==> src/rtl/modulo_demux_varredura.sv <==
// Registered 1-to-N demultiplexer with manual select or timed scan of all channels.
// Channel k drives out[N_CANAIS-1-k], so channel 0 sits on the MSB.
module modulo_demux_varredura #(
   parameter int N_CANAIS = 35,
   parameter int SEL_W    = 6,
   parameter int DWELL    = 4
) (
   input  logic                clk,
   input  logic                reset,
   input  logic                A,
   input  logic                modo,
   input  logic                enable,
   input  logic [SEL_W-1:0]    input_sel,
   output logic [N_CANAIS-1:0] out,
   output logic [SEL_W-1:0]    canal_atual,
   output logic                sel_invalido,
   output logic                fim_varredura
);

   localparam int DW_W = (DWELL > 1) ? $clog2(DWELL) : 1;
   localparam logic [SEL_W-1:0] ULTIMO    = SEL_W'(N_CANAIS - 1);
   localparam logic [DW_W-1:0]  DWELL_MAX = DW_W'(DWELL - 1);

   typedef enum logic {MANUAL = 1'b0, SCAN = 1'b1} state_t;

   state_t              state_q, state_d;
   logic [DW_W-1:0]     dwell_q, dwell_d;
   logic [SEL_W-1:0]    canal_d;
   logic [N_CANAIS-1:0] out_d;
   logic                inv_d, fim_d, drive;

   always_ff @(posedge clk) begin
      if (reset) begin
         state_q       <= MANUAL;
         dwell_q       <= '0;
         canal_atual   <= '0;
         out           <= '0;
         sel_invalido  <= 1'b0;
         fim_varredura <= 1'b0;
      end else begin
         state_q       <= state_d;
         dwell_q       <= dwell_d;
         canal_atual   <= canal_d;
         out           <= out_d;
         sel_invalido  <= inv_d;
         fim_varredura <= fim_d;
      end
   end

   always_comb begin
      state_d = modo ? SCAN : MANUAL;
      dwell_d = dwell_q;
      canal_d = canal_atual;
      inv_d   = 1'b0;
      fim_d   = 1'b0;
      drive   = 1'b1;
      out_d   = '0;

      if (!modo) begin
         // Manual select; an out-of-range index blanks the outputs but keeps the channel.
         dwell_d = '0;
         if (input_sel <= ULTIMO) begin
            canal_d = input_sel;
         end else begin
            inv_d = 1'b1;
            drive = 1'b0;
         end
      end else if (state_q == MANUAL) begin
         canal_d = '0;
         dwell_d = '0;
      end else if (enable) begin
         if (dwell_q == DWELL_MAX) begin
            dwell_d = '0;
            if (canal_atual == ULTIMO) begin
               canal_d = '0;
               fim_d   = 1'b1;
            end else begin
               canal_d = canal_atual + 1'b1;
            end
         end else begin
            dwell_d = dwell_q + 1'b1;
         end
      end

      for (int unsigned k = 0; k < N_CANAIS; k++) begin
         if (drive && canal_d == SEL_W'(k)) out_d[N_CANAIS-1-k] = A;
      end
   end

endmodule

==> config.mk <==
export PLATFORM = sky130hd
export DESIGN_NAME = modulo_demux_varredura
export DESIGN_NICKNAME = d
export VERILOG_FILES = /design/src/rtl/modulo_demux_varredura.sv
export SDC_FILE = /design/constraint.sdc
export NUM_CORES = 1
export LEC_CHECK = 0
export CAP_MARGIN = 25
export CORE_MARGIN = 3
export CORE_UTILIZATION = 51
export CTS_BUF_LIST = sky130_fd_sc_hd__clkbuf_2 sky130_fd_sc_hd__clkbuf_4 sky130_fd_sc_hd__clkbuf_8
export DETAILED_ROUTE_END_ITERATION = 10
export GPL_ROUTABILITY_DRIVEN = 0
export PLACE_DENSITY = 0.85
export SLEW_MARGIN = 25
export SYNTH_ARGS = -nofsm -noshare
export SYNTH_HDL_FRONTEND = slang
export SYNTH_SLANG_ARGS = --single-unit
==> constraint.sdc <==
create_clock -name clk -period 6.55 [get_ports clk]
set_input_delay 0.655 -clock clk [delete_from_list [all_inputs] [get_ports clk]]
set_output_delay 0.655 -clock clk [all_outputs]
set_load 0.02 [all_outputs]
* Word-level counts from Yosys, hierarchy flattened
Index checks and enable logic that the tools add are counted.
** Storage, ports and cells
- Word-level logic and storage cells :: 204
- Input port bits :: 11
- Register bits :: 46
- Output and inout port bits :: 43
** Operators by class
- Bitwise gates (word level) :: 39
- Order comparisons :: 1
- Multiplexer cells :: 12
- Add/subtract/negate cells :: 2
- Reduce and logical (&&, ||, !) cells :: 74
- Equal/unequal tests :: 36
** Operators with widths (number)
- $eq A6 B5 Y1 const B :: 16
- $reduce_or A2 Y1 :: 36
- $eq A6 B4 Y1 const B :: 8
- $not A1 Y1 :: 39
- $mux W6 :: 6
- $logic_and A1 B1 Y1 :: 35
- $eq A6 B3 Y1 const B :: 4
- $eq A6 B6 Y1 const B :: 4
- $eq A6 B2 Y1 const B :: 2
- $add A6 B1 Y6 const B :: 1
- $eq A6 B1 Y1 const B :: 1
- $le A6 B6 Y1 const B :: 1
- $logic_not A6 Y1 :: 1
- $mux W1 :: 5
- $reduce_or A5 Y1 :: 1
- $reduce_or A3 Y1 :: 1
- $add A2 B1 Y2 const B :: 1
- $eq A2 B2 Y1 const B :: 1
- $mux W2 :: 1

* Depth between registers and ports, before layout
- Depth in word-level cells :: 10
- Gate-level depth with buffers :: 8
- Mapped depth without buffers :: 8

* Worst setup path before layout
Ideal clock, no wire load.
- Path type :: input port to flip-flop
- Start point :: in input_sel[1]
- End point :: reg out[10]
- Data required time :: 6.484 ns
- Data arrival time :: 2.168 ns
- Setup time :: 0.066 ns
- Cell stages on the path :: 6
- Path slack :: 4.315 ns
- Path buffers :: 0
- Cell sequence :: a2111oi_4 -> nor3_1 -> a311o_1 -> nor3_4 -> or3b_4 -> nor2_1
** Between the ends
- Longest elaborated chain between the ends :: 7
- Elaborated cells on any way between the ends :: 9
- Classes of those cells :: order compare: 1; eq/ne: 1; mux: 4; bitwise: 1; reduce/logical: 2
** RTL lines
- from (decl) :: RTL line 13 : input logic [SEL_W-1:0] input_sel,
- $le A6 B6 Y1 :: RTL line 62 : if (input_sel <= ULTIMO) begin
- $mux W6 :: RTL line 62
- $mux W6 :: RTL line 59 : if (!modo) begin
- $eq A6 B5 Y1 :: RTL line 86 : if (drive && canal_d == SEL_W'(k)) out_d[N_CANAIS-1-k] = A;
- $logic_and A1 B1 Y1 (*) :: RTL line 86
- $not A1 Y1 (no line) (*)
- $reduce_or A2 Y1 (no line) (*)
- to (signal assigned) :: RTL line 44 : out <= out_d;
- to (decl) :: RTL line 14 : output logic [N_CANAIS-1:0] out,
Every way passes the cells marked *; elsewhere a longest branch is shown, timed or not.
A chain may end at the register's enable or synchronous reset.

* Worst setup path in the final report
- Start point :: in modo
- End point :: reg out[1]
** Between the ends
- Longest elaborated chain between the ends :: 5
- Elaborated cells on any way between the ends :: 6
- Classes of those cells :: eq/ne: 1; mux: 2; bitwise: 1; reduce/logical: 2
** RTL lines
- from (decl) :: RTL line 11 : input logic modo,
- $mux W6 :: RTL line 59
- $eq A6 B6 Y1 :: RTL line 86
- $logic_and A1 B1 Y1 (*) :: RTL line 86
- $not A1 Y1 (no line) (*)
- $reduce_or A2 Y1 (no line) (*)
Marked as above.

==> out/metrics.cfg <==
[run_status]
outcome=finished, final reports clean

[floorplan]
fp.coreArea_um2=3150
start_util_pct=55.1
die_y_um=64.4
io_pins=54
die-area_um2=4140
fp.dieW_um=64.4
row_count=20

[critical_path]
critical_path_required_ps=6830
critical_path_class=in -> reg
cpMostUsedCell=nand2_1
cp_top_family=simple AND/OR/NAND/NOR gates
critPathMaxStageDelay_ps=590
path_max_fanout=13
critPathLaunchType=input port
arrival_ps=2950
critical_path.cell_chain=clkdlybuf4s50_1 > nand2_1 > a21oi_1 > a22o_1 > nor3_1 > nand2_1 > nor2_1
crit_buf_inv=1
endpoint_kind=flip-flop
cp_slowest_cell=clkdlybuf4s50_1

[logic_synthesis]
ys_ff_latch=46
yosys.area_share.simple_pct=29.9
synth_xor_area_share_pct=0.504
syn_inst=184
yosys-top-cells-area=dfxtp_1 (53%), nor2_1 (9.9%), nand3_1 (2.6%)
syn_avg_cell_area_um2=9.45
synth_common_cells=dfxtp_1 (46), nor2_1 (46), nand2_1 (11)
ys.flop_type=dfxtp_1
synthAdderAreaFrac_pct=2.16
syn_area_um2=1740
ys_seq_area_share_pct=53.0
yosysTopAreaCellShare_pct=53.0
synth.mux.area_fraction_pct=1.15
yosysTopAreaCell=dfxtp_1
synth_top_family_by_area=simple AND/OR/NAND/NOR gates
ys.warnings.count=0
synth_compound_area_share_pct=10.9
syn_nets=198
async_flop_share_pct=0
synth_edf_count=0
synth_cell_type_count=44

[routing]
detail_route.wl_per_cell_um=15.0
avgViaCountPerCell=5.50
dr_total_vias=1550
postRouteAntennaNets=0
wl_mm=4.22
drtIter0Drc=142
route.detailed.drc=0
dr.pass1.iters=4

[timing]
skew_ps=9.02
rsz0062_at_grt=no
fin_crit_sh_pct=40.7
worstMarginPinSlew_ps=529
slew-limit-headroom_pct=64.5
hold_violations=0
max_freq_ghz=0.375
tns_ps=0
slew_viol_final=0
period_minus_slack_ps=2670
setup_viol=0

[power]
power_frac_clock_pct=33.4
cellInternalPower_uw=391
pwr-share-comb_pct=9.3
p_per_area_nw_per_um2=211
power.total_uw=500
ir_drop_uv=261
switching_share_pct=21.8
seqPwrFrac_pct=57.4
switching_power_uw=109
p_leak_uw=0.000851

[hold_path]
hold_class=reg -> reg

[flow_run]
maxCapViolations=0

[grt]
grt_usage_pct=22.7
grt_max_degree=14
grt_pass1_vias=1484
gr-total-overflow=0
antenna_found_initial=0
grt_pass1_wl_mm=7.26

[finish]
drive_gt1_share_pct=7.14
n_antenna_cell=0
num-nets-final=252
multi_input_area_um2=776
fill_cells=230
seqCellArea_um2=921
syn_to_final_growth_pct=36.6

[clock_network]
cts_num_sinks=46
cts-resized-gates=0
htree_levels=2
clkTransAtPathRegs_ps=110
clk_latency_ps=340
cts-root-buf=clkbuf_4
hold_buffers=0
tritoncts=built
clk_path_buf_depth=2
cts_buffers=5
post-cts-setup-buffer-count=0

[place]
io_buffers=53
hpwl_mm=3.26

-- cell usage in the layout (no fill, tap or decap), types with 2 or more instances in the layout --
master           Yosys  layout
a21oi_1              7       7
nand3b_1             2       2
mux2i_1              2       2
o31ai_1              2       2
nor4_1               2       2
o211a_1              2       2
nor2_1              46      46
inv_1                3       3
nand2_1             11      11
nand4_1              4       4
clkbuf_4             0       5
dfxtp_1             46      46
ha_1                 3       3
nand4b_1             2       2
nor3_1               8       8
nand3_1              9       9
clkdlybuf4s50_1      0      53
or3b_2               3       3
-- power groups by stage --
stage / logic [µW] / clock network (µW) / registers, µW
after floorplan: 24.3 / 0 / 295
final: 46.3 / 167 / 287
after global placement: 44.4 / 0 / 293
after CTS: 45.9 / 169 / 287
after global routing: 50.7 / 185 / 288
after detailed placement: 45.7 / 0 / 293
-- metal layers --
layer	wire (µm)	global-route usage [%]	up-vias	share of wire, %
li1	-	-	754	-
met1	1720	28.8	708	41
met2	2070	37.5	82	49
met3	369	4.57	6	8.7
met4	54	9.23	0	1.3
met5	0	0	-	0
-- registers in the layout (all words and copies together) (netlist names) --
name	cells
sel_invalido	1
out	35
fim_varredura	1
state_q	1
canal_atual	6
dwell_q	2
-- layout make-up --
type,instances,area share [%]
repair buffers,53,22.3
inverters,3,0.474
flip-flops and latches,46,38.8
clock buffers,6,2.16
well taps,44,2.32
multi-input cells,129,32.7
clock inverters,1,1.26
-- through the flow --
step	cells	area [µm²]	worst slack [ps]	util (%)	hold WS (ps)
after floorplan	184	1740	4320	-	502
after global placement	275	2290	3650	72.7	529
after detailed placement	275	2290	3560	72.7	548
after CTS	282	2370	3920	75.3	563
after global routing	282	2370	3730	75.3	577
final	282	2370	3880	75.3	559
-- tightest hold or removal path: stages, from the launching register on --
cell and delay (ps):
dfxtp_1 340, a21oi_1 130, nor3_1 50
-- cells by family after synthesis --
group                    after synthesis
AND/OR/NAND/NOR                      100
flip-flops                            46
AO/OA/AOI/OAI                         23
buffers and inverters                  9
adder cells (fa/ha/maj)                3
multiplexers                           2
XOR/XNOR                               1
-- final timing paths --
kind / startpoint / endpoint / slack (ps) / cells past startpoint
min reg2reg: dwell_q[0] / dwell_q[0] / 560 / 2
max reg2reg: canal_atual[1] / out[10] / 4200 / 7
min: dwell_q[0] / dwell_q[0] / 560 / 2
max: modo / out[1] / 3880 / 7
Power figures use the tool's default switching activity.
